--- src/rtl/ram_sp_param_if.sv ---
// Request/response bundle for ram_sp_param.
// master drives requests, slave (the RAM) answers.
interface ram_sp_param_if #(
  parameter int DATA_WIDTH = 8,
  parameter int ADDR_WIDTH = 6
);
  logic                  clear;
  logic                  cs;
  logic                  rw;
  logic [ADDR_WIDTH-1:0] address;
  logic [DATA_WIDTH-1:0] data_in;
  logic                  ready;
  logic [DATA_WIDTH-1:0] data_out;
  logic                  rd_valid;
  logic                  addr_err;
  logic                  parity_err;

  modport master (
    output clear, cs, rw, address, data_in,
    input  ready, data_out, rd_valid,
    input  addr_err, parity_err
  );

  modport slave (
    input  clear, cs, rw, address, data_in,
    output ready, data_out, rd_valid,
    output addr_err, parity_err
  );
endinterface

--- src/rtl/ram_sp_param.sv ---
// Single-port RAM with clear sequencer and flags.
// Optional even parity per word: RAM_PARITY_EN.
module ram_sp_param #(
  parameter int DATA_WIDTH = 8,
  parameter int ADDR_WIDTH = 6,
  parameter int DEPTH      = 64
) (
  input logic           clk,
  input logic           rst_n,
  ram_sp_param_if.slave bus
);
  localparam int CW = (DEPTH > 1) ? $clog2(DEPTH) : 1;
`ifdef RAM_PARITY_EN
  localparam int PW = 1;
`else
  localparam int PW = 0;
`endif
  localparam int MW = DATA_WIDTH + PW;
  localparam logic [ADDR_WIDTH:0] LIMIT =
    (ADDR_WIDTH+1)'(DEPTH);
  localparam logic [CW-1:0] LAST = CW'(DEPTH - 1);

  if (DEPTH < 1 || DEPTH > (1 << ADDR_WIDTH))
  begin : g_bad_depth
    $error("ram_sp_param: DEPTH out of range");
  end

  typedef enum logic {INIT, IDLE} state_t;

  state_t          state;
  state_t          state_n;
  logic [CW-1:0]   cnt;
  logic [CW-1:0]   cnt_n;
  logic [MW-1:0]   mem [DEPTH];
  logic            accept;
  logic            in_range;
  logic            do_rd;
  logic            do_wr;
  logic [CW-1:0]   idx;
  logic [MW-1:0]   wr_word;
  logic [MW-1:0]   rd_word;

  assign bus.ready = (state == IDLE);
  assign accept    = bus.cs & bus.ready;
  assign in_range  = {1'b0, bus.address} < LIMIT;
  assign idx       = bus.address[CW-1:0];
  assign do_rd     = accept & ~bus.rw;
  assign do_wr     = accept & bus.rw & in_range;
  assign rd_word   = mem[idx];

`ifdef RAM_PARITY_EN
  assign wr_word = {^bus.data_in, bus.data_in};
`else
  assign wr_word = bus.data_in;
`endif

  always_comb begin
    state_n = state;
    cnt_n   = cnt;
    unique case (state)
      INIT: begin
        cnt_n = cnt + 1'b1;
        if (cnt == LAST) begin
          state_n = IDLE;
          cnt_n   = '0;
        end
      end
      IDLE: begin
        // An accepted request still executes on the clear edge
        if (bus.clear) begin
          state_n = INIT;
          cnt_n   = '0;
        end
      end
    endcase
  end

  always_ff @(posedge clk or negedge rst_n) begin
    if (!rst_n) begin
      state <= INIT;
      cnt   <= '0;
    end else begin
      state <= state_n;
      cnt   <= cnt_n;
    end
  end

  always_ff @(posedge clk) begin
    if (state == INIT)
      mem[cnt] <= '0;
    else if (do_wr)
      mem[idx] <= wr_word;
  end

  always_ff @(posedge clk or negedge rst_n) begin
    if (!rst_n) begin
      bus.rd_valid <= 1'b0;
      bus.addr_err <= 1'b0;
      bus.data_out <= '0;
    end else begin
      bus.rd_valid <= do_rd;
      bus.addr_err <= accept & ~in_range;
      if (do_rd)
        bus.data_out <= in_range ?
          rd_word[DATA_WIDTH-1:0] : '0;
    end
  end

`ifdef RAM_PARITY_EN
  // Stored word incl. parity must XOR to zero
  always_ff @(posedge clk or negedge rst_n) begin
    if (!rst_n)
      bus.parity_err <= 1'b0;
    else
      bus.parity_err <= do_rd & in_range & (^rd_word);
  end
`else
  assign bus.parity_err = 1'b0;
`endif
endmodule

--- src/flat_wrapper.sv ---
// flat-port wrapper written by rule: the top's interface ports become plain ports
module ram_sp_param_flat 
#(
  parameter int DATA_WIDTH = 8,
  parameter int ADDR_WIDTH = 6,
  parameter int DEPTH      = 64
)
  (clk, rst_n, bus_clear, bus_cs, bus_rw, bus_address, bus_data_in, bus_ready, bus_data_out, bus_rd_valid, bus_addr_err, bus_parity_err);
  ram_sp_param_if #(.DATA_WIDTH(DATA_WIDTH), .ADDR_WIDTH(ADDR_WIDTH)) bus_i ();
  input logic clk;
  input logic rst_n;
  input wire logic [$bits(bus_i.clear)-1:0] bus_clear;
  input wire logic [$bits(bus_i.cs)-1:0] bus_cs;
  input wire logic [$bits(bus_i.rw)-1:0] bus_rw;
  input wire logic [$bits(bus_i.address)-1:0] bus_address;
  input wire logic [$bits(bus_i.data_in)-1:0] bus_data_in;
  output wire logic [$bits(bus_i.ready)-1:0] bus_ready;
  output wire logic [$bits(bus_i.data_out)-1:0] bus_data_out;
  output wire logic [$bits(bus_i.rd_valid)-1:0] bus_rd_valid;
  output wire logic [$bits(bus_i.addr_err)-1:0] bus_addr_err;
  output wire logic [$bits(bus_i.parity_err)-1:0] bus_parity_err;
  assign bus_i.clear = bus_clear;
  assign bus_i.cs = bus_cs;
  assign bus_i.rw = bus_rw;
  assign bus_i.address = bus_address;
  assign bus_i.data_in = bus_data_in;
  assign bus_ready = bus_i.ready;
  assign bus_data_out = bus_i.data_out;
  assign bus_rd_valid = bus_i.rd_valid;
  assign bus_addr_err = bus_i.addr_err;
  assign bus_parity_err = bus_i.parity_err;
  ram_sp_param #(.DATA_WIDTH(DATA_WIDTH), .ADDR_WIDTH(ADDR_WIDTH), .DEPTH(DEPTH)) u_core (.clk(clk), .rst_n(rst_n), .bus(bus_i));
endmodule
--- config.mk ---
export PLATFORM = sky130hd
export DESIGN_NAME = ram_sp_param_flat
export DESIGN_NICKNAME = d
export VERILOG_FILES = /design/src/rtl/ram_sp_param_if.sv /design/src/rtl/ram_sp_param.sv /design/src/flat_wrapper.sv
export SDC_FILE = /design/constraint.sdc
export NUM_CORES = 1
export LEC_CHECK = 0
export BUFFER_PORTS_ARGS = -buffer_cell sky130_fd_sc_hd__buf_2
export CORE_ASPECT_RATIO = 1.5
export CORE_UTILIZATION = 31
export DETAILED_ROUTE_END_ITERATION = 8
export MAX_ROUTING_LAYER = met4
export REMOVE_ABC_BUFFERS = 1
export SLEW_MARGIN = 40
export SYNTH_ARGS = -nofsm -noshare
export SYNTH_HDL_FRONTEND = slang
export SYNTH_SLANG_ARGS = --single-unit
--- constraint.sdc ---
create_clock -name clk -period 2.47 [get_ports clk]
set_clock_uncertainty 0.1 [all_clocks]
set_input_delay 0.494 -clock clk [delete_from_list [all_inputs] [get_ports clk]]
set_output_delay 0.494 -clock clk [all_outputs]
set_load 0.005 [all_outputs]
==> metrics.txt, run 1 <==
full die area=68700 um2; Yosys cell types=35; Hold WC Path Type=input port to register; post-route setup slack=0.153 ns; relative slew slack=0.600; multiplexer share of the synthesized area=0.150; Peak Freq=432 MHz; Setup crit end kind=register; DRT iter0 DRCs=801; core area=66800 um2; CP max FO=33; Clk Latency, worst-skew pair=0.59 ns; CTS Buf Count=46; Synth area leaders=edfxtp_1, mux2i_1, mux4_2; r2r setup slk=0.18 ns; Max clock buf depth=3; PortBufs=28; Synth Area in Simple Gates=0.0389; most frequent cell after synthesis=edfxtp_1; area leader, netlist=edfxtp_1; Synth Area in Compound Gates=0.0376; status=finished, final reports clean; gpl congestion=0.838; EDFF count, synth=512; I/O pin count=31; mean area per synthesized cell=18.8 um2; drt first pass iters=5; total number of vias=10934; DRC Markers=0; GRT overflow=0; Max Cap Viol=0; Slew @ Worst Pin=0.600 ns; Post-Synth Adder-Cell Area=0.000597; Critical Path Max Stage Delay=0.50 ns; Die Wd=214 um; dpl hpwl=33.3 mm; Fin. Hold Viols=0; largest family of logic cells by synthesized area=multiplexers; Initial Util=0.314; gr usage total=0.151; peak supply drop=0.427 mV; Slew Limit Fails=0; # setup viols final=0; initial antenna violation count=0; sequential cell area fraction in the yosys report=0.753; TritonCTS Sinks=528; Power Density=812 nW/um2; first-pass GRT wire length=74.4 mm; Root Buffer=clkbuf_16; RSZ-0062 raised after global routing=no; number of synthesized register bits=528; final WL=50.7 mm; Vias/cell=4.90; asr flop ratio synth=0.0303; largest net degree at the start of global routing=65; top-area cell type share of the netlist area=0.734; TritonCTS clock tree=built; startpoint types=input port; share of cells above drive strength 1=0.264; die height=320 um; CP max stage cell=mux4_2; Final nets=1330; Crit path required time=2.82 ns; static leakage=8.49 nW; CP arrival=2.67 ns; period utilization=0.938; Synth Area in XOR/XNOR=0.000836; Syn Inst Count=1117; Antenna Nets Post-Route=0; DR WL/cell=22.7 um; dominant synthesized flop cell=edfxtp_1; Placement Setup Slack=-0.457 ns; Total Neg Setup Slack=0 ns; Rows=116; synthesized area=21000 um2; CP Class=input port to register; CTS clk-pin slew, worst paths=0.07 ns; top cells by count, synth=edfxtp_1, mux2i_1, nor2_1; # diodes=0; critical-path cell list=buf_4 > buf_4 > mux4_2 > mux4_2 > o22ai_1 > a21oi_1 > a21oi_1 > o21ai_1; htree depth=2; post-route minimum period=2.32 ns; vias in the first global route=11252; Area Growth Syn to Fin=19.3%; yosys warns=0
-- final cells by class --
type / instances / area (um2)
inverters: 3 / 11.3
multi-input cells: 523 / 4810
flip-flops and latches: 528 / 15800
clock inverters: 34 / 239
repair buffers: 208 / 1880
fillers: 6173 / 41800
well taps: 885 / 1110
clock buffers: 51 / 1180
-- where the power goes --
| group | total [mW] | switching, mW | leakage, nW | internal, mW |
|---|---|---|---|---|
| logic | 2.71 | 1.57 | 3.01 | 1.14 |
| registers | 10.7 | 0.286 | 4.79 | 10.4 |
| clock network | 6.89 | 3.28 | 0.696 | 3.61 |
-- final timing paths --
path / endpoint / cells past startpoint / from
min in group asynchronous: u_core.bus.data_out[3]$_DFFE_PN0P_ / 2 / rst_n
worst max-delay path: u_core.bus.data_out[6]$_DFFE_PN0P_ / 8 / bus_address[1]
worst min register to register: u_core.cnt[5]$_DFFE_PN0P_ / 1 / u_core.cnt[5]$_DFFE_PN0P_
worst min-delay path: u_core.cnt[4]$_DFFE_PN0P_ / 2 / bus_clear
worst max register to register: u_core.mem[8][6]$_DFFE_PP_ / 9 / u_core.bus.ready$_DFF_PN0_
max in group asynchronous: u_core.cnt[5]$_DFFE_PN0P_ / 2 / rst_n
-- state kept, by name, summed over array words and instances (netlist names) --
signal,count
u_core.mem,512
u_core.bus.data_out,8
u_core.cnt,6
u_core.bus.rd_valid,1
u_core.bus.ready,1
-- layer usage --
metal / vias to the layer above / GRT usage / wire, um
met2: 293 / 0.275 / 27300
li1: 4883 / - / -
met5: - / - / 0
met3: 96 / 0.0150 / 1810
met1: 5662 / 0.168 / 19500
met4: 0 / 0.0656 / 2130
-- repair_timing --
action                                  CTS  global route
gates resized for setup                   1             2
endpoints found under the hold margin    16             0
hold buffers                              1             0
buffers inserted                          0             0
endpoints found under the setup margin    8            81
-- worst max-delay path, delay by kind of cell --
family	cells	cell delay [ns]
AOI/OAI and AO/OA	4	0.47
muxes	2	0.98
buffers and inverters	2	0.70
-- per-stage QoR --
stage               total power [mW]  hold WS (ns)   util  cells  instance area [um2]
floorplan                       12.0        0.0984      -   1054                20600
global placement                13.6         0.371  0.353   2146                23600
detailed placement              13.6         0.368  0.353   2146                23600
CTS                             20.5        0.0617  0.375   2232                25000
global route                    21.0        0.0783  0.375   2232                25000
finish                          20.3        0.0847  0.375   2232                25000
-- kinds of logic (layout without fill, tap and decap cells) --
kind of cell	count (synthesis)	after routing
adders and majority gates	1	1
buffers and inverters	67	296
and+or+nand+nor	183	183
muxes	217	217
xor gates and xnor gates	2	2
AOI/OAI and AO/OA	118	118
DFF	528	528
other	1	2
-- placed cells by master, fill, tap and decap left out, types with 8 or more instances in the layout --
cell type,n
mux2i_1,137
buf_4,150
mux2_2,8
nand3_1,38
a22oi_1,56
clkbuf_16,46
nand2_1,48
o22ai_1,12
buf_2,26
dfrtp_1,16
clkinv_1,11
buf_12,30
and2_2,8
mux4_2,55
nor2_1,65
mux4_1,17
edfxtp_1,512
o21ai_1,12
a41oi_1,8
nand3b_1,9
a21oi_1,24
clkinv_2,9
(Power assumes the default switching activity.)
==> run 2: changes to the inputs <==
--- a/config.mk
+++ b/config.mk
@@ -10,6 +10,7 @@
 export CORE_UTILIZATION = 31
 export DETAILED_ROUTE_END_ITERATION = 8
 export MAX_ROUTING_LAYER = met4
+export PLACE_DENSITY = 0.46
 export REMOVE_ABC_BUFFERS = 1
 export SLEW_MARGIN = 40
 export SYNTH_ARGS = -nofsm -noshare
==> metrics.txt, run 2 (synthesized netlist as in run 1, its figures left out) <==
fill count=6215; final instance area=25200 um2; die height=320 um; WP buf/inv=2; CP max stage cell=dfrtp_1; CP arrival=2.50 ns; Clk Latency, worst-skew pair=0.59 ns; CTS clk-pin slew, worst paths=0.07 ns; Initial Util=0.314; TritonCTS Sinks=528; GRT overflow=0; combined area of the multi-input logic cells=4810 um2; I/O pin count=31; drt first pass iters=5; Max clock buf depth=3; Power Density=812 nW/um2; Placement Setup Slack=-0.207 ns; Power Total=20.4 mW; Vias/cell=4.88; top flop regs=u_core.mem (512), u_core.bus.data_out (8), u_core.cnt (6); Area Growth Syn to Fin=20.1%; DRC Markers=0; Slew Limit Fails=0; vias in the first global route=11521; # setup viols final=0; critical-path cell list=nand3_1 > buf_4 > o22ai_1 > nand2_1 > nor2_1 > buf_4; Critical Path Max Stage Delay=0.47 ns; Rows=116; Crit path required time=2.65 ns; full die area=68700 um2; Peak Freq=432 MHz; Setup crit end kind=register; commonest cells after routing, fill and taps aside=edfxtp_1, buf_4, mux2i_1, nor2_1, a22oi_1; htree depth=2; relative slew slack=0.638; startpoint types=register; gr usage total=0.169; total number of vias=10999; FF+latch area=15800 um2; commonest non-fill, non-tap cell in the layout=edfxtp_1; gpl congestion=0.856; post-route setup slack=0.154 ns; share of cells above drive strength 1=0.269; dpl hpwl=37.0 mm; DR WL/cell=24.8 um; CP max FO=8; Top reg by flops=u_core.mem; first-pass GRT wire length=81.2 mm; Root Buffer=clkbuf_16; status=finished, final reports clean; largest net degree at the start of global routing=65; Hold WC Path Type=input port to register; peak supply drop=0.617 mV; # diodes=0; Max Cap Viol=0; core area=66800 um2; Largest register FFs=512; family with the most delay on the worst path=simple AND/OR/NAND/NOR gates; CTS Buf Count=48; Slew @ Worst Pin=0.543 ns; CP Class=register to register; initial antenna violation count=0; post-route minimum period=2.32 ns; final WL=55.9 mm; period utilization=0.938; TritonCTS clock tree=built; most numerous cell on the critical path=buf_4; Fin. Hold Viols=0; DRT iter0 DRCs=809; placed inst area=23700 um2; post-CTS setup buffers=0; PortBufs=28; Antenna Nets Post-Route=0; static leakage=8.59 nW; Die Wd=214 um; RSZ-0062 raised after global routing=no; Final nets=1352
==> run 2: final timing paths <==
path,start,endpoint,slack [ns],cells after the start
max in group asynchronous,rst_n,u_core.bus.data_out[5]$_DFFE_PN0P_,1.60,2
worst max register to register,u_core.bus.ready$_DFF_PN0_,u_core.mem[42][5]$_DFFE_PP_,0.15,6
min in group asynchronous,rst_n,u_core.bus.rd_valid$_DFF_PN0_,0.31,2
worst min register to register,u_core.bus.data_out[5]$_DFFE_PN0P_,u_core.bus.data_out[5]$_DFFE_PN0P_,0.41,2
worst max-delay path,u_core.bus.ready$_DFF_PN0_,u_core.mem[42][5]$_DFFE_PP_,0.15,6
worst min-delay path,bus_clear,u_core.cnt[1]$_DFFE_PN0P_,0.12,2
==> run 2: timing repair <==
action | 4_1_cts | 5_1_grt
endpoints found under the hold margin | 16 | 0
endpoints found under the setup margin | 0 | 32
resized for setup | 0 | 1
hold buffers | 1 | 0
==> run 2: power breakdown <==
part / leakage (nW) / internal (mW) / switching (mW)
clock: 0.712 / 3.76 / 3.27
sequential: 4.79 / 10.4 / 0.263
combinational: 3.09 / 1.08 / 1.61
==> run 2: area by class of cell <==
type / instances / share of cell area
clock inverter: 27 / 0.00607
inverter: 3 / 0.000448
multi-input combinational: 523 / 0.191
sequential: 528 / 0.627
tap: 885 / 0.0440
timing repair buffer: 228 / 0.0808
clock buffer: 60 / 0.0508
==> run 2: routing by layer <==
metal,track usage,routed length (um),vias to the layer above
met2,0.308,30500,254
li1,-,-,4924
met3,0.0176,1890,81
met1,0.192,21800,5740
met5,-,0,-
met4,0.0551,1600,0
==> run 2: metrics by stage <==
step	hold slack (ns)	util	instances	setup TNS, ns
2_1_floorplan	0.0984	-	1054	0
3_3_place_gp	0.376	0.355	2166	-27.93
3_5_place_dp	0.383	0.355	2166	-38.66
4_1_cts	0.0866	0.377	2254	0
5_1_grt	0.108	0.377	2254	0
6_report	0.119	0.377	2254	0
==> run 2: worst reg2reg max path: stages (launching register included) <==
cell and delay (ns):
dfrtp_1 0.47, nand3_1 0.19, buf_4 0.19, o22ai_1 0.30, nand2_1 0.31, nor2_1 0.18
buf_4 0.25
